<file path="config.mk">
export PLATFORM = sky130hd
export DESIGN_NAME = gpio_core_param
export DESIGN_NICKNAME = d
export VERILOG_FILES = /design/src/rtl/gpio_core_param.sv
export SDC_FILE = /design/constraint.sdc
export NUM_CORES = 2
export LEC_CHECK = 0
export CAP_MARGIN = 10
export CORE_UTILIZATION = 25
export CTS_BUF_LIST = sky130_fd_sc_hd__clkbuf_8
export DETAILED_ROUTE_END_ITERATION = 10
export PLACE_DENSITY = 0.36
export SLEW_MARGIN = 20
export SYNTH_ARGS = -nofsm -noshare
export SYNTH_HDL_FRONTEND = slang
export SYNTH_SLANG_ARGS = --single-unit
</file>
<file path="constraint.sdc">
create_clock -name sys_clk -period 4.5 [get_ports sys_clk]
set_input_delay 0.9 -clock sys_clk [delete_from_list [all_inputs] [get_ports sys_clk]]
set_output_delay 0.9 -clock sys_clk [all_outputs]
set_load 0.05 [all_outputs]
</file>
<file path="src/rtl/gpio_core_param.sv">
// Parametrised GPIO register core: output/OE registers with atomic aliases,
// synchronised and debounced inputs, per-pin edge/level interrupts.
module gpio_core_param #(
  parameter int N      = 32,
  parameter int ADDR_W = 8,
  parameter int CNT_W  = 16,
  parameter int DB_RST = 0
) (
  input  logic              sys_clk,
  input  logic              sys_rst,
  input  logic [ADDR_W-1:0] gpio_addr,
  input  logic              gpio_we,
  input  logic [31:0]       gpio_dat_i,
  output logic [31:0]       gpio_dat_o,
  output logic              gpio_inta_o,
  input  logic [N-1:0]      in_pad_i,
  output logic [N-1:0]      out_pad_o,
  output logic [N-1:0]      oen_padoe_o
);

  localparam logic [ADDR_W-1:0] A_IN    = ADDR_W'(8'h00);
  localparam logic [ADDR_W-1:0] A_OUT   = ADDR_W'(8'h04);
  localparam logic [ADDR_W-1:0] A_SET   = ADDR_W'(8'h08);
  localparam logic [ADDR_W-1:0] A_CLR   = ADDR_W'(8'h0C);
  localparam logic [ADDR_W-1:0] A_TGL   = ADDR_W'(8'h10);
  localparam logic [ADDR_W-1:0] A_OE    = ADDR_W'(8'h14);
  localparam logic [ADDR_W-1:0] A_INTE  = ADDR_W'(8'h18);
  localparam logic [ADDR_W-1:0] A_PTRIG = ADDR_W'(8'h1C);
  localparam logic [ADDR_W-1:0] A_BOTH  = ADDR_W'(8'h20);
  localparam logic [ADDR_W-1:0] A_LEVEL = ADDR_W'(8'h24);
  localparam logic [ADDR_W-1:0] A_INTS  = ADDR_W'(8'h28);
  localparam logic [ADDR_W-1:0] A_CTRL  = ADDR_W'(8'h2C);
  localparam logic [ADDR_W-1:0] A_DBCNT = ADDR_W'(8'h30);

  logic [N-1:0]     out_q,   out_d;
  logic [N-1:0]     oe_q,    oe_d;
  logic [N-1:0]     inte_q,  inte_d;
  logic [N-1:0]     ptrig_q, ptrig_d;
  logic [N-1:0]     both_q,  both_d;
  logic [N-1:0]     level_q, level_d;
  logic [N-1:0]     ints_q,  ints_d;
  logic             gie_q,   gie_d;
  logic [CNT_W-1:0] db_cnt_q, db_cnt_d;

  logic [N-1:0]     sync1_q, sync2_q;
  logic [N-1:0]     deb_q,   deb_d;
  logic [N-1:0]     dp_q;
  logic [CNT_W-1:0] cnt_q [N];
  logic [CNT_W-1:0] cnt_d [N];
  logic [31:0]      dat_o_q, dat_o_d;

  logic [N-1:0]     wdat;
  logic [N-1:0]     ints_clr;
  logic [N-1:0]     evt;
  logic [CNT_W-1:0] db_thr;

  assign wdat = gpio_dat_i[N-1:0];

  // Register writes; the set/clear/toggle aliases operate on the current OUT.
  always_comb begin
    // NOTE: every always_comb output gets a default first so no path leaves
    // it unassigned, which would otherwise infer a latch.
    out_d    = out_q;
    oe_d     = oe_q;
    inte_d   = inte_q;
    ptrig_d  = ptrig_q;
    both_d   = both_q;
    level_d  = level_q;
    gie_d    = gie_q;
    db_cnt_d = db_cnt_q;
    ints_clr = '0;
    if (gpio_we) begin
      case (gpio_addr)
        A_OUT:   out_d    = wdat;
        A_SET:   out_d    = out_q | wdat;
        A_CLR:   out_d    = out_q & ~wdat;
        A_TGL:   out_d    = out_q ^ wdat;
        A_OE:    oe_d     = wdat;
        A_INTE:  inte_d   = wdat;
        A_PTRIG: ptrig_d  = wdat;
        A_BOTH:  both_d   = wdat;
        A_LEVEL: level_d  = wdat;
        A_INTS:  ints_clr = wdat;
        A_CTRL:  gie_d    = gpio_dat_i[0];
        A_DBCNT: db_cnt_d = gpio_dat_i[CNT_W-1:0];
        default: ;
      endcase
    end
  end

  // A threshold of 0 behaves like 1: deb follows after one mismatching cycle.
  always_comb begin
    db_thr = (db_cnt_q == '0) ? '0 : db_cnt_q - CNT_W'(1);
    deb_d  = deb_q;
    for (int i = 0; i < N; i++) begin
      cnt_d[i] = cnt_q[i];
      if (sync2_q[i] == deb_q[i]) begin
        cnt_d[i] = '0;
      end else if (cnt_q[i] >= db_thr) begin
        deb_d[i] = sync2_q[i];
        cnt_d[i] = '0;
      end else begin
        cnt_d[i] = cnt_q[i] + CNT_W'(1);
      end
    end
  end

  // Level mode wins over BOTH, which wins over PTRIG edge polarity.
  always_comb begin
    evt = (level_q & ~(deb_q ^ ptrig_q))
        | (~level_q &  both_q & (deb_q ^ dp_q))
        | (~level_q & ~both_q &  ptrig_q &  deb_q & ~dp_q)
        | (~level_q & ~both_q & ~ptrig_q & ~deb_q &  dp_q);
    ints_d = (ints_q & ~ints_clr) | (inte_q & evt);
  end

  // Read mux uses current state, so a same-cycle write returns the old value.
  always_comb begin
    dat_o_d = '0;
    case (gpio_addr)
      A_IN:    dat_o_d[N-1:0]     = deb_q;
      A_OUT:   dat_o_d[N-1:0]     = out_q;
      A_OE:    dat_o_d[N-1:0]     = oe_q;
      A_INTE:  dat_o_d[N-1:0]     = inte_q;
      A_PTRIG: dat_o_d[N-1:0]     = ptrig_q;
      A_BOTH:  dat_o_d[N-1:0]     = both_q;
      A_LEVEL: dat_o_d[N-1:0]     = level_q;
      A_INTS:  dat_o_d[N-1:0]     = ints_q;
      A_CTRL:  dat_o_d[1:0]       = {|ints_q, gie_q};
      A_DBCNT: dat_o_d[CNT_W-1:0] = db_cnt_q;
      default: ;
    endcase
  end

  always_ff @(posedge sys_clk) begin
    // NOTE: state is updated with non-blocking assignments so every flop
    // samples pre-edge values regardless of statement order.
    if (sys_rst) begin
      out_q    <= '0;
      oe_q     <= '0;
      inte_q   <= '0;
      ptrig_q  <= '0;
      both_q   <= '0;
      level_q  <= '0;
      ints_q   <= '0;
      gie_q    <= 1'b0;
      db_cnt_q <= CNT_W'(DB_RST);
      sync1_q  <= '0;
      sync2_q  <= '0;
      deb_q    <= '0;
      dp_q     <= '0;
      dat_o_q  <= '0;
      // NOTE: the per-pin counter array is reset too, so a reset in the
      // middle of a debounce discards the partial count.
      for (int i = 0; i < N; i++) cnt_q[i] <= '0;
    end else begin
      out_q    <= out_d;
      oe_q     <= oe_d;
      inte_q   <= inte_d;
      ptrig_q  <= ptrig_d;
      both_q   <= both_d;
      level_q  <= level_d;
      ints_q   <= ints_d;
      gie_q    <= gie_d;
      db_cnt_q <= db_cnt_d;
      sync1_q  <= in_pad_i;
      sync2_q  <= sync1_q;
      deb_q    <= deb_d;
      dp_q     <= deb_q;
      dat_o_q  <= dat_o_d;
      for (int i = 0; i < N; i++) cnt_q[i] <= cnt_d[i];
    end
  end

  assign gpio_dat_o  = dat_o_q;
  assign gpio_inta_o = gie_q & (|ints_q);
  assign out_pad_o   = out_q;
  assign oen_padoe_o = oe_q;

endmodule

</file>
# Yosys cells after proc, flatten, opt, wreduce, memory -nomap -nowiden

Memory sizes are Yosys's and may differ from the RTL's.
Cells that the tools add are included.

Reductions and logical operators: 44
Bitwise logic cells: 94
$add $sub $neg: 33
Equality and inequality tests: 44
Magnitude comparators: 32
Muxes and demuxes: 106

Operators by type and width:

| operator                                            | count |
|---|---|
| two-way mux 16 bit                                  | 97 |
| adder 16 x 1 -> 16 bit, second input constant       | 32 |
| greater-or-equal comparator 16 bit                  | 32 |
| AND 32 bit                                          | 13 |
| inverter 32 bit                                     | 8 |
| bitwise OR 32 bit                                   | 5 |
| case mux 16 bit (8 select lines)                    | 1 |
| case mux 32 bit (4 select lines)                    | 1 |
| case mux 14 bit (9 select lines)                    | 1 |
| XOR 32 bit                                          | 3 |
| AND reduction 2 bit                                 | 40 |
| two-way mux 32 bit                                  | 2 |
| equality test 8 x 6 -> 1 bit, second input constant | 5 |
| equality test 1 bit                                 | 32 |
| equality test 8 x 5 -> 1 bit, second input constant | 4 |
| inverter 1 bit                                      | 32 |
| bitwise OR 1 bit                                    | 32 |
| OR reduction 32 bit                                 | 1 |
| case mux 2 bit (10 select lines)                    | 1 |
| equality test 8 x 4 -> 1 bit, second input constant | 2 |
| zero test 16 bit                                    | 1 |
| subtractor 16 x 1 -> 16 bit, second input constant  | 1 |
| equality test 8 x 3 -> 1 bit, second input constant | 1 |
| zero test 8 bit                                     | 1 |
| 3 further kinds                                     | 5 |

Memories kept: 1
Memory bits (writable): 512
Input port bits: 75
Register bits after elaboration: 401
Word-level logic and storage cells: 399
Output and inout bits: 97

Memory list:

| name  | depth | width | rd ports | clocked after Yosys merged registers in | write ports | line | source |
|---|---|---|---|---|---|---|---|
| cnt_q | 32    | 16    | 32       | 0                                       | 32          | 48   | `logic [CNT_W-1:0] cnt_q [N];` |

# Longest topological paths before layout

Word-level depth: 9
Mapped depth: 14
Depth with buffers taken out: 12

# Worst setup path after synthesis

No wires, ideal clock.

Path type: flip-flop to flip-flop
From: register db_cnt_q[8]
To: memory cnt_q[23][7] (netlist: cnt_q[1][119])
Clock period less this slack: 4.059 ns
Stages on the path, launching flop included: 14
Data required time: 4.435 ns
Data arrival time: 3.994 ns
Library setup time: 0.065 ns
Buffers on the path: 3
Setup slack: 0.441 ns
Cell sequence: dfxtp_1 -> nor4_1 -> nand2b_1 -> or4_1 -> clkbuf_1 -> clkbuf_1 -> nand2_1 -> ha_1 -> a21o_1 -> a311o_1 -> a211oi_1 -> a41oi_1 -> clkbuf_1 -> nor2_1

RTL lines:

| element                | line | source |
|---|---|---|
| from (decl)            | 43   | `logic [CNT_W-1:0] db_cnt_q, db_cnt_d;` |
| from (signal assigned) | 147  | `db_cnt_q <= CNT_W'(DB_RST);` |
| from (signal assigned) | 165  | `db_cnt_q <= db_cnt_d;` |
| to (decl)              | 48   |  |

==> out/metrics.csv <==
stage;metric;value;unit
place;IO Port Bufs;171;
route;WL/cell;21.96;um
finish;final core occ;29.91;%
min_path;HP Start;sys_rst;
clock_tree;setup repair bufs after CTS;0;
logic_synthesis;count of different cell masters after synthesis;72;
logic_synthesis;Post-Syn Area;50890;um^2
route;vias per cell;4.855;
timing;period utilization;92.27;%
worst_setup_path;Critical path origin;db_cnt_q[8]$_SDFFE_PP0P_;
clock_tree;CTS Hold Bufs;0;
worst_setup_path;crit path DAT;4.95;ns
timing;measured slew at the worst slew-check pin;1.090;ns
finish;layout cells sized above 1;8.554;%
die;core area;202100;um^2
clock_tree;Num CTS Buffers;179;
pwr;overall power;18.17;mW
route;via count;43770;
timing;Hold Fails Final Rpt;0;
pwr;total power per unit cell area;300.5;nW/um^2
timing;Clock Skew;0.04266;ns
place;hpwl dp;140000;um
route;1st-iter DRT viols;2825;
route;DRC viols;0;
global_route;Overflow after GRT;0;
logic_synthesis;Syn Inst Count;5904;
logic_synthesis;Syn Nets;6589;
worst_setup_path;WS Path Type;reg -> reg;
global_route;first-pass GRT wire length;293200;um
logic_synthesis;register area share after synthesis;35.92;%
route;drt pass-1 iters;6;
timing;Max Fclk;240.8;MHz
finish;nets;6876;
clock_tree;CTS root buf;clkbuf_8;
worst_setup_path;Crit Reg-Reg Startpoint;db_cnt_q[8]$_SDFFE_PP0P_;
finish;fin cells;9016;
die;IO Count;172;
place;Final GP Congestion;0.8049;
route;Detail Route Antenna Nets;0;
global_route;largest net degree at the start of global routing;61;
run_status;status;finished clean;
route;DRT Wirelength;198000;um
die;die width;453.2;um
pwr;LEAKAGE;22.15;nW
worst_setup_path;endpoint type of the worst setup path;flip-flop;
logic_synthesis;Synth area leaders;dfxtp_1 36%, ha_1 15%, nand2_1 5.2%;
timing;Setup TNS;0;ns
logic_synthesis;Top FF cell, synth;dfxtp_1;
clock_tree;CTS tree;yes;
worst_setup_path;crit-path max FO;23;
timing;RSZ-0062 raised after global routing;no;
timing;Slew headroom;27.34;%
clock_tree;PostCTS Resize Cnt;0;
logic_synthesis;fraction of registers with async set/reset;0;%
worst_setup_path;CP startpoint kind;flip-flop;
logic_synthesis;number of flops mapped to enable cells by yosys;0;
die;Die Area;205400;um^2
worst_setup_path;Critical Path RT;5.30;ns
logic_synthesis;Post-synth top cells;913 x dfxtp_1, 706 x nand2_1, 638 x nor2_1;
global_route;initial antenna violation count;10;
pwr;peak supply drop;0.2687;mV
finish;final instance area;60450;um^2
min_path;worst hold path class;in -> reg;
die;Die Y;453.2;um
clock_tree;Longest Clk Path Bufs;3;
clock_tree;Clk pin slew, worst setup/hold paths;0.06;ns
clock_tree;CTS sink count;913;
timing;crit path time final;4.152;ns
logic_synthesis;most common cell in the netlist;dfxtp_1;
logic_synthesis;Yosys top cell area share;35.92;%
die;row cnt;165;
place;placed cell count;8682;
global_route;vias in the first global route;42980;
die;Starting Density;25.18;%
logic_synthesis;dominant cell type by area after synthesis;dfxtp_1;
logic_synthesis;yosys synthesis warning count;0;
logic_synthesis;Synth Register Bits;913;
timing;Final Max Tran Viols;0;
place;dpl cell area;56710;um^2
finish;synthesis-to-finish area growth;18.78;%
clock_tree;clock insertion delay at the later pin of the skew report;0.94;ns
logic_synthesis;Post-Syn Area per Cell;8.620;um^2
clock_tree;H-tree levels;4;
timing;final setup fails;0;
flow_run;max_cap viols;0;
global_route;global-route usage over all layers;19.07;%
stage by stage:
stage	setup WS (ns)	hold WS, ns
final	0.3479	0.3691
after floorplan	0.4413	0.4138
after CTS	0.3146	0.2369
after detailed placement	0.3742	0.4204
after global placement	0.3980	0.4231
after global routing	0.005039	0.2846
layout by cell type, fill, tap and decap left out, types with 35 or more instances in the layout:
cell type | synthesis | routed
o21ai_0 | 86 | 86
inv_1 | 200 | 256
xnor2_1 | 281 | 281
nand4_1 | 150 | 150
a222oi_1 | 42 | 42
a21o_1 | 49 | 49
o211ai_1 | 52 | 52
and4_1 | 50 | 50
a211o_1 | 35 | 35
a22oi_1 | 45 | 45
nand3_1 | 270 | 270
a21oi_1 | 322 | 322
nor2_1 | 638 | 638
clkdlybuf4s50_1 | 0 | 170
nor3_1 | 105 | 103
xor2_1 | 272 | 272
ha_1 | 610 | 610
nor4_1 | 53 | 53
nand2_1 | 706 | 691
o21a_1 | 37 | 37
and3_1 | 88 | 87
buf_4 | 2 | 162
nor2b_1 | 155 | 154
a31oi_1 | 38 | 38
clkbuf_8 | 0 | 225
dfxtp_1 | 913 | 913
path summary, 6_finish.rpt:
check	endpoint	slack, ns	cells after the start
setup / recovery	cnt_q[1][194]$_SDFF_PP0_	0.35	13
hold / removal	sync1_q[27]$_SDFF_PP0_	0.37	2
setup reg to reg	cnt_q[1][194]$_SDFF_PP0_	0.35	13
hold reg to reg	sync2_q[10]$_SDFF_PP0_	0.42	1
area by class of cell:
class	count	area, um^2
diodes	8	20.02
clock buffers	225	3097
clock inverters	101	621.8
fillers	21170	141700
inverters	201	754.5
multi-input cells	4547	31080
flip-flops and latches	913	18280
well taps	2672	3343
repair buffers	349	3253
worst max-delay path, stage by stage, from the launching register on:
cell,delay (ns)
dfxtp_1,0.31
nor4_1,0.45
nand2b_1,0.19
or4_1,0.53
buf_4,0.29
nand2_4,0.13
buf_4,0.54
ha_1,0.23
and4_1,0.24
o211ai_1,0.11
o41a_1,0.43
nand4_1,0.24
buf_4,0.24
nor2_1,0.06
kinds of logic after synthesis:
logic type,synth area share (%)
AOI/OAI and AO/OA,13.49
and+or+nand+nor,22.07
buffers and inverters,3.351
DFF,35.92
xor gates and xnor gates,9.517
adders and majority gates,15.00
muxes,0.6614
state kept, by name, summed over array words and instances (netlist names):
signal,flops
gpio_dat_o,32
sync1_q,32
sync2_q,32
level_q,32
ints_q,32
gie_q,1
both_q,32
cnt_q,512
dp_q,32
db_cnt_q,16
oen_padoe_o,32
out_pad_o,32
deb_q,32
ptrig_q,32
inte_q,32
routing by layer:
layer  up-vias  GRT usage, %  part of all wire [%]
met5         -             0                     0
met4         0         5.678                   2.8
li1      21610             -                     -
met1     20980         26.09                    48
met2       908         30.87                    46
met3       275         2.619                   3.9
report_power, final:
part	leakage, nW	internal [mW]	switching, mW
logic	12.7	0.396	0.706
clock network	2.12	4.83	3.99
registers	7.37	8.15	0.0955
total	22.2	13.4	4.79
Note: power is estimated with default switching activity, not from simulation.
